`config.mk`:
```
export PLATFORM = sky130hd
export DESIGN_NAME = smbus_echo_tracker
export DESIGN_NICKNAME = d
export VERILOG_FILES = /design/src/rtl/smbus_echo_tracker.sv
export SDC_FILE = /design/constraint.sdc
export NUM_CORES = 1
export LEC_CHECK = 0
export BUFFER_PORTS_ARGS = -buffer_cell sky130_fd_sc_hd__buf_2
export CAP_MARGIN = 20
export CORE_UTILIZATION = 50
export DETAILED_ROUTE_END_ITERATION = 7
export PLACE_DENSITY = 0.84
export SLEW_MARGIN = 20
export SYNTH_ARGS = -nofsm -noshare
export SYNTH_HDL_FRONTEND = slang
export SYNTH_SLANG_ARGS = --single-unit
```
`constraint.sdc`:
```
create_clock -name clk -period 2.1 [get_ports clk]
set_input_delay 0.42 -clock clk [delete_from_list [all_inputs] [get_ports clk]]
set_output_delay 0.42 -clock clk [all_outputs]
set_load 0.05 [all_outputs]
```
`src/rtl/smbus_echo_tracker.sv`:
```
// Originator side of the SMBus echo path: holds one event on the outgoing frame
// event field until the minimum hold and the remote echo are satisfied, with a bounded number of retries.
module smbus_echo_tracker #(
  parameter int MIN_FRAMES     = 3,
  parameter int TIMEOUT_FRAMES = 64,
  parameter int MAX_RETRY      = 3
) (
  input  logic       clk,
  input  logic       reset_n,
  input  logic       link_up,
  input  logic       echo_en,
  input  logic       frame_tick,
  input  logic       ev_valid,
  input  logic [3:0] ev_code,
  output logic       ev_ready,
  output logic [3:0] tx_event_o,
  input  logic [3:0] rx_event_i,
  output logic       busy_o,
  output logic       done_o,
  output logic       err_o
);

  localparam logic [3:0] EV_IDLE          = 4'h0;
  localparam logic [3:0] EV_START         = 4'h1;
  localparam logic [3:0] EV_STOP          = 4'h2;
  localparam logic [3:0] EV_DATA_0        = 4'h3;
  localparam logic [3:0] EV_DATA_1        = 4'h4;
  localparam logic [3:0] EV_BIT_RCV       = 4'h5;
  localparam logic [3:0] EV_START_ECHO    = 4'h8;
  localparam logic [3:0] EV_STOP_ECHO     = 4'h9;
  localparam logic [3:0] EV_DATA_0_ECHO   = 4'hA;
  localparam logic [3:0] EV_DATA_1_ECHO   = 4'hB;
  localparam logic [3:0] EV_DATA_RCV_ECHO = 4'hC;

  localparam int FW = $clog2(TIMEOUT_FRAMES + 1);
  localparam int RW = (MAX_RETRY > 1) ? $clog2(MAX_RETRY) : 1;
  localparam logic [FW-1:0] MIN_Q      = FW'(MIN_FRAMES);
  localparam logic [FW-1:0] TO_LAST    = FW'(TIMEOUT_FRAMES - 1);
  localparam logic [FW-1:0] TO_MAX     = FW'(TIMEOUT_FRAMES);
  localparam logic [RW-1:0] RETRY_LAST = RW'(MAX_RETRY - 1);

  typedef enum logic [1:0] {ST_IDLE, ST_SEND, ST_GAP} state_t;

  // Returns the echo code the remote end must reflect, or idle when none is expected.
  function automatic logic [3:0] echo_of(input logic [3:0] code);
    case (code)
      EV_START:   echo_of = EV_START_ECHO;
      EV_STOP:    echo_of = EV_STOP_ECHO;
      EV_DATA_0:  echo_of = EV_DATA_0_ECHO;
      EV_DATA_1:  echo_of = EV_DATA_1_ECHO;
      EV_BIT_RCV: echo_of = EV_DATA_RCV_ECHO;
      default:    echo_of = EV_IDLE;
    endcase
  endfunction

  state_t        state_q, state_d;
  logic [3:0]    ev_q, ev_d;
  logic          need_echo_q, need_echo_d;
  logic [FW-1:0] need_min_q, need_min_d;
  logic [FW-1:0] frame_cnt, frame_d;
  logic [RW-1:0] retry_cnt, retry_d;
  logic          echo_seen, seen_d;
  logic          live_q;
  logic          echo_hit;

  assign busy_o = (state_q != ST_IDLE);

  always_comb begin
    state_d     = state_q;
    ev_d        = ev_q;
    need_echo_d = need_echo_q;
    need_min_d  = need_min_q;
    frame_d     = frame_cnt;
    retry_d     = retry_cnt;
    seen_d      = echo_seen;
    ev_ready    = 1'b0;
    tx_event_o  = EV_IDLE;
    done_o      = 1'b0;
    err_o       = 1'b0;
    echo_hit    = need_echo_q && (rx_event_i == echo_of(ev_q));

    case (state_q)
      ST_IDLE: begin
        ev_ready = link_up & live_q;
        if (ev_valid && ev_ready) begin
          ev_d        = ev_code;
          need_echo_d = echo_en && (echo_of(ev_code) != EV_IDLE);
          need_min_d  = (ev_code == EV_DATA_0 || ev_code == EV_DATA_1 ||
                         ev_code == EV_BIT_RCV) ? MIN_Q : FW'(1);
          frame_d     = '0;
          retry_d     = '0;
          seen_d      = 1'b0;
          state_d     = ST_SEND;
        end
      end
      ST_SEND: begin
        tx_event_o = ev_q;
        if (echo_hit) seen_d = 1'b1;
        if (frame_tick && frame_cnt != TO_MAX) frame_d = frame_cnt + 1'b1;
        if (frame_cnt >= need_min_q && (!need_echo_q || echo_seen)) begin
          done_o  = 1'b1;
          state_d = ST_GAP;
        end else if (need_echo_q && !echo_seen && !echo_hit && frame_tick &&
                     frame_cnt == TO_LAST) begin
          // Echo arriving on the timeout tick takes precedence over the retry.
          if (retry_cnt == RETRY_LAST) begin
            err_o   = 1'b1;
            state_d = ST_GAP;
          end else begin
            retry_d = retry_cnt + 1'b1;
            frame_d = '0;
          end
        end
      end
      ST_GAP: begin
        if (frame_tick) state_d = ST_IDLE;
      end
      default: state_d = ST_IDLE;
    endcase

    if (!link_up) begin
      state_d = ST_IDLE;
      ev_d    = EV_IDLE;
      done_o  = 1'b0;
      err_o   = 1'b0;
    end
  end

  always_ff @(posedge clk or negedge reset_n) begin
    if (!reset_n) begin
      state_q     <= ST_IDLE;
      ev_q        <= EV_IDLE;
      need_echo_q <= 1'b0;
      need_min_q  <= '0;
      frame_cnt   <= '0;
      retry_cnt   <= '0;
      echo_seen   <= 1'b0;
      live_q      <= 1'b0;
    end else begin
      state_q     <= state_d;
      ev_q        <= ev_d;
      need_echo_q <= need_echo_d;
      need_min_q  <= need_min_d;
      frame_cnt   <= frame_d;
      retry_cnt   <= retry_d;
      echo_seen   <= seen_d;
      live_q      <= 1'b1;
    end
  end

endmodule

```
Word-level counts from Yosys, hierarchy flattened
Cells that the tools add are included.
W data, S select, Z words.
- word-level logic and storage cells: 103
- output and inout port bits: 8
- register bits: 25
- bits of input ports: 14
- mux-type cells: 39
- order comparisons: 1
- reduce and logical (&&, ||, !) cells: 25
- equal/unequal tests: 27
- bitwise gates (word level): 1
- add/sub/neg operators: 2
- operators by type and width (kind ; number):
    $pmux W4 S5 ; 2
    $mux W7 ; 5
    $mux W4 ; 6
    $mux W2 ; 11
    $eq A4 B2 Y1 const B ; 4
    $eq A4 B3 Y1 const B ; 4
    $pmux W7 S2 ; 1
    $mux W1 ; 11
    $ne A2 B2 Y1 const B ; 5
    $logic_and A1 B1 Y1 ; 9
    $eq A4 B1 Y1 const B ; 2
    $ne A4 B4 Y1 const B ; 2
    $add A7 B1 Y7 const B ; 1
    $eq A7 B6 Y1 const B ; 1
    $ge A7 B7 Y1 ; 1
    $ne A7 B7 Y1 const B ; 1
    $ne A3 B3 Y1 const B ; 2
    $pmux W2 S3 ; 1
    $reduce_and A2 Y1 ; 3
    $reduce_and A5 Y1 ; 1
    $eq A2 B2 Y1 const B ; 2
    $eq A4 B4 Y1 ; 1
    $ne A2 B1 Y1 const B ; 2
    $pmux W2 S2 ; 1
    other kinds (11) ; 16

Longest topological paths before layout
- depth in word-level cells: 12
- mapped depth: 8
- gate-level depth less buffers: 7

Least setup slack after synthesis
No wires, ideal clock.
- path kind: register -> output
- start point: register ev_q[2]
- end point: output port err_o
- arrival: 2.175 ns
- stages on the path, launching flop included: 9
- data required time: 1.680 ns
- buffers on the path: 2
- setup slack: -0.495 ns
- cell sequence: dfrtp_1 > buf_6 > nor4b_1 > o21ai_0 > and3_1 > and4_1 > buf_6 > nor3b_1 > nor3b_2
- longest elaborated chain between the ends: 12
- elaborated cells on any way between the ends: 16
- those cells by class: 6 x eq/ne; 5 x mux; 5 x reduce/logical
- RTL lines (item ; line ; text):
    from (decl) ; 57 ; logic [3:0] ev_q, ev_d;
    from (signal assigned) ; 141 ; ev_q <= ev_d;
    $eq A4 B3 Y1, or another cell as far along ; 46 ; case (code)
    $pmux W4 S5 * ; 46 ;
    $eq A4 B4 Y1 * ; 80 ; echo_hit = need_echo_q && (rx_event_i == echo_of(ev_q));
    $logic_and A1 B1 Y1 * ; 80 ;
    $logic_not A1 Y1 * ; 103 ; end else if (need_echo_q && !echo_seen && !echo_hit && frame_tick &&
    $logic_and A1 B1 Y1 * (3 in a row) ; 103 ;
    $mux W1 * ; 103 ;
    $mux W1 * ; 100 ; if (frame_cnt >= need_min_q && (!need_echo_q || echo_seen)) begin
    $mux W1 * ; 82 ; case (state_q)
    $mux W1 * ; 121 ; if (!link_up) begin
    to (decl) ; 20 ; output logic err_o
Every way passes the cells marked *; elsewhere a longest branch is shown, timed or not.

Worst setup path in the final report
- start point: register ev_q[3]
- end point: output port err_o
Same word-level chain as after synthesis.

==> run metrics <==
status finished with violations; failing checks negative setup slack; Worst path max stage delay 0.48 ns; Synth area leader dfrtp_1; Post-Syn Area 1370 sq um; layout cells sized above 1 33.7%; antenna cells 0; CP top delay family simple AND/OR/NAND/NOR gates; dpl cells 215; Syn. warnings 0; Hold Vio Cnt, Final 0; largest net degree at the start of global routing 21; vias in the first global route 1313; Post-DP HPWL 2630 microns; peak supply drop 0.000641 V; RSZ-0062 raised after global routing yes; gr ovfl total 0; share of the synthesized area in the top cell type 36.6%; final period utilization 124%; P&R area growth vs syn 30.0%; per-cell routed wire length 16.6 microns; global-route wire length before repair 5740 microns; Final #Nets 216; Fill cells 204; CTS sink count 20; H-tree depth 1; WP buf/inv 1; most frequent cells in the layout buf_4, buf_2, nand2_1, dfrtp_1; non-filler instance count after layout 226; P_int 911 uW; num rows 18; die height 54.3 microns; # setup viols final 2; Hold Path Class input pin to async pin; Max FO, Critical Path 6; critical path required time 1.68 ns; Reg2Reg Setup Slack 0.03 ns; CP arrival 2.18 ns; worst path cell trace nor4b_4 -> o21ai_1 -> and3_1 -> and4_4 -> nor3b_2 -> nor3b_4 -> buf_6; logic gate share of total power 44.0%; clock root cell clkbuf_4; max-slew violation count 0; Avg Inst Size Synth 8.66 sq um; FMAX 384 MHz; Final min period 2.60 ns; Sw Share 36.2%; hold buffers post-CTS 0; clock latency on the worst-skew pair 0.31 ns; Pre-antenna DRT Iters 4; Netlist cell types 47; Lkg Pwr 0.000800 uW; Placer Congestion 0.838; final antenna-violating net count 0; Setup WS post-layout -0.502 ns; most common cell after layout, fill and taps aside buf_4; Most used DFF post-synth dfrtp_1; Setup crit start kind flop; crit path max-delay cell type dfrtp_2; initial core utilization 54.2%; DRC viols 0; initial antenna violation count 0; CP startpoint ev_q[3]; Max-Cap Viols 0; Pwr Density 803 nW/um^2; Post-Syn Instances 158; final setup TNS -0.590 ns; die width 54.3 microns; fin util 70.5%; WL final 3760 microns; All-Layer GR Usage 28.0%; Synth area leaders dfrtp_1, nand2_1, ha_1; core footprint 2520 sq um; Post-synth ARST share 100%; via count 1390; CTS Buf Count 3; Synthesized Nets 177; number of synthesized flops with an enable pin 0; clock share of power 23.1%; Seq/Total Area, Yosys 36.6%; Max Buffers Root-to-Sink 2; synthesized flop and latch total 20; Top-Level Pins 22; die area 2950 sq um; drt via density 6.15; initial DRC count 32; sequential share of power 32.9%; RR Startpoint ev_q[2]; Layout Skew 0.00697 ns; CTS tree yes; Clock transition at path regs 0.13 ns; Psw 516 uW; IO Port Bufs 21; CP endpoint kind output pin; crit path kind flop to output pin
worst paths after layout:
kind	to	depth (start not counted)
setup / recovery	err_o	7
hold / removal	frame_cnt[2]	1
setup reg to reg	frame_cnt[6]	8
hold reg to reg	need_min_q[1]	2
max in group asynchronous	ev_q[3]	1
min in group clk	need_min_q[1]	2
cell families (layout without fill, tap and decap cells):
family | Yosys count | count (layout) | synth area share, %
AO/OA/AOI/OAI | 41 | 41 | 22.0
XOR/XNOR | 2 | 2 | 1.28
adder cells (fa/ha/maj) | 5 | 5 | 4.57
buffers and inverters | 18 | 56 | 6.68
flip-flops | 20 | 20 | 36.6
multiplexers | 2 | 2 | 1.46
other | 1 | 1 | 0.274
AND/OR/NAND/NOR | 69 | 69 | 27.2
layout make-up:
cell class                      instances  area [sq um]  area share [%]
Tap cell                               30          37.5            2.11
Clock inverter                          1          30.0            1.69
Sequential cell                        20           504            28.4
Multi-Input combinational cell        120           863            48.6
Clock buffer                            3          22.5            1.27
Timing Repair Buffer                   42           283            15.9
Inverter                               10          37.5            2.11
metrics by stage:
step	setup WS, ns	hold slack, ns	instance area, sq um	power (uW)
after floorplan	-0.244	0.124	1400	778
after global placement	-0.219	0.388	1590	908
after detailed placement	-0.340	0.400	1590	937
after CTS	-0.477	0.0511	1740	1380
after global routing	-0.626	0.0728	1780	1500
final	-0.502	0.0369	1780	1430
flip-flops by register name, summed over array words and instances, names as in the netlist:
signal,count
need_echo_q,1
state_q,2
frame_cnt,7
ev_q,4
need_min_q,2
retry_cnt,2
live_q,1
echo_seen,1
power groups by stage:
stage / clock network (uW) / registers [uW] / logic, uW
global route: 344 / 476 / 683
finish: 330 / 470 / 628
detailed placement: 0 / 474 / 462
floorplan: 0 / 458 / 320
CTS: 330 / 468 / 583
global placement: 0 / 470 / 438
Yosys cell counts, types with 2 or more instances:
cell      count
dfrtp_1      20
nand2_1      17
nor2_1       11
inv_1        10
o21ai_0      10
nand3_1       7
a31oi_1       6
nor3_1        6
ha_1          5
and2_1        4
clkbuf_1      4
a21oi_1       3
buf_6         3
nand2b_1      3
nand4_1       3
nor2b_1       3
nor3b_1       3
o31ai_1       3
a22o_1        2
a32o_1        2
and3_1        2
and4_1        2
mux2i_1       2
o211ai_1      2
o311ai_0      2
xnor2_1       2
metal layers:
metal	GRT usage [%]	wire length [microns]	up-vias	part of all wire, %
li1	-	-	656	-
met1	29.7	1560	699	42
met2	54.9	2050	29	55
met3	4.17	91	6	2.4
met4	9.83	53	0	1.4
met5	0	0	-	0
repair_timing:
action / 4_1_cts / 5_1_grt
setup endpoints to repair: 4 / 7
setup buffers: 6 / 2
resized for setup: 15 / 9
pin swaps: 2 / 7
worst register-to-register path: cells and delay by family (launching register included):
kind | cells | cell delay (ns)
buffers and inverters | 3 | 0.44
DFF | 1 | 0.50
and+or+nand+nor | 1 | 0.28
AOI/OAI and AO/OA | 4 | 0.77
No activity file was read; power rests on OpenSTA's default activity.
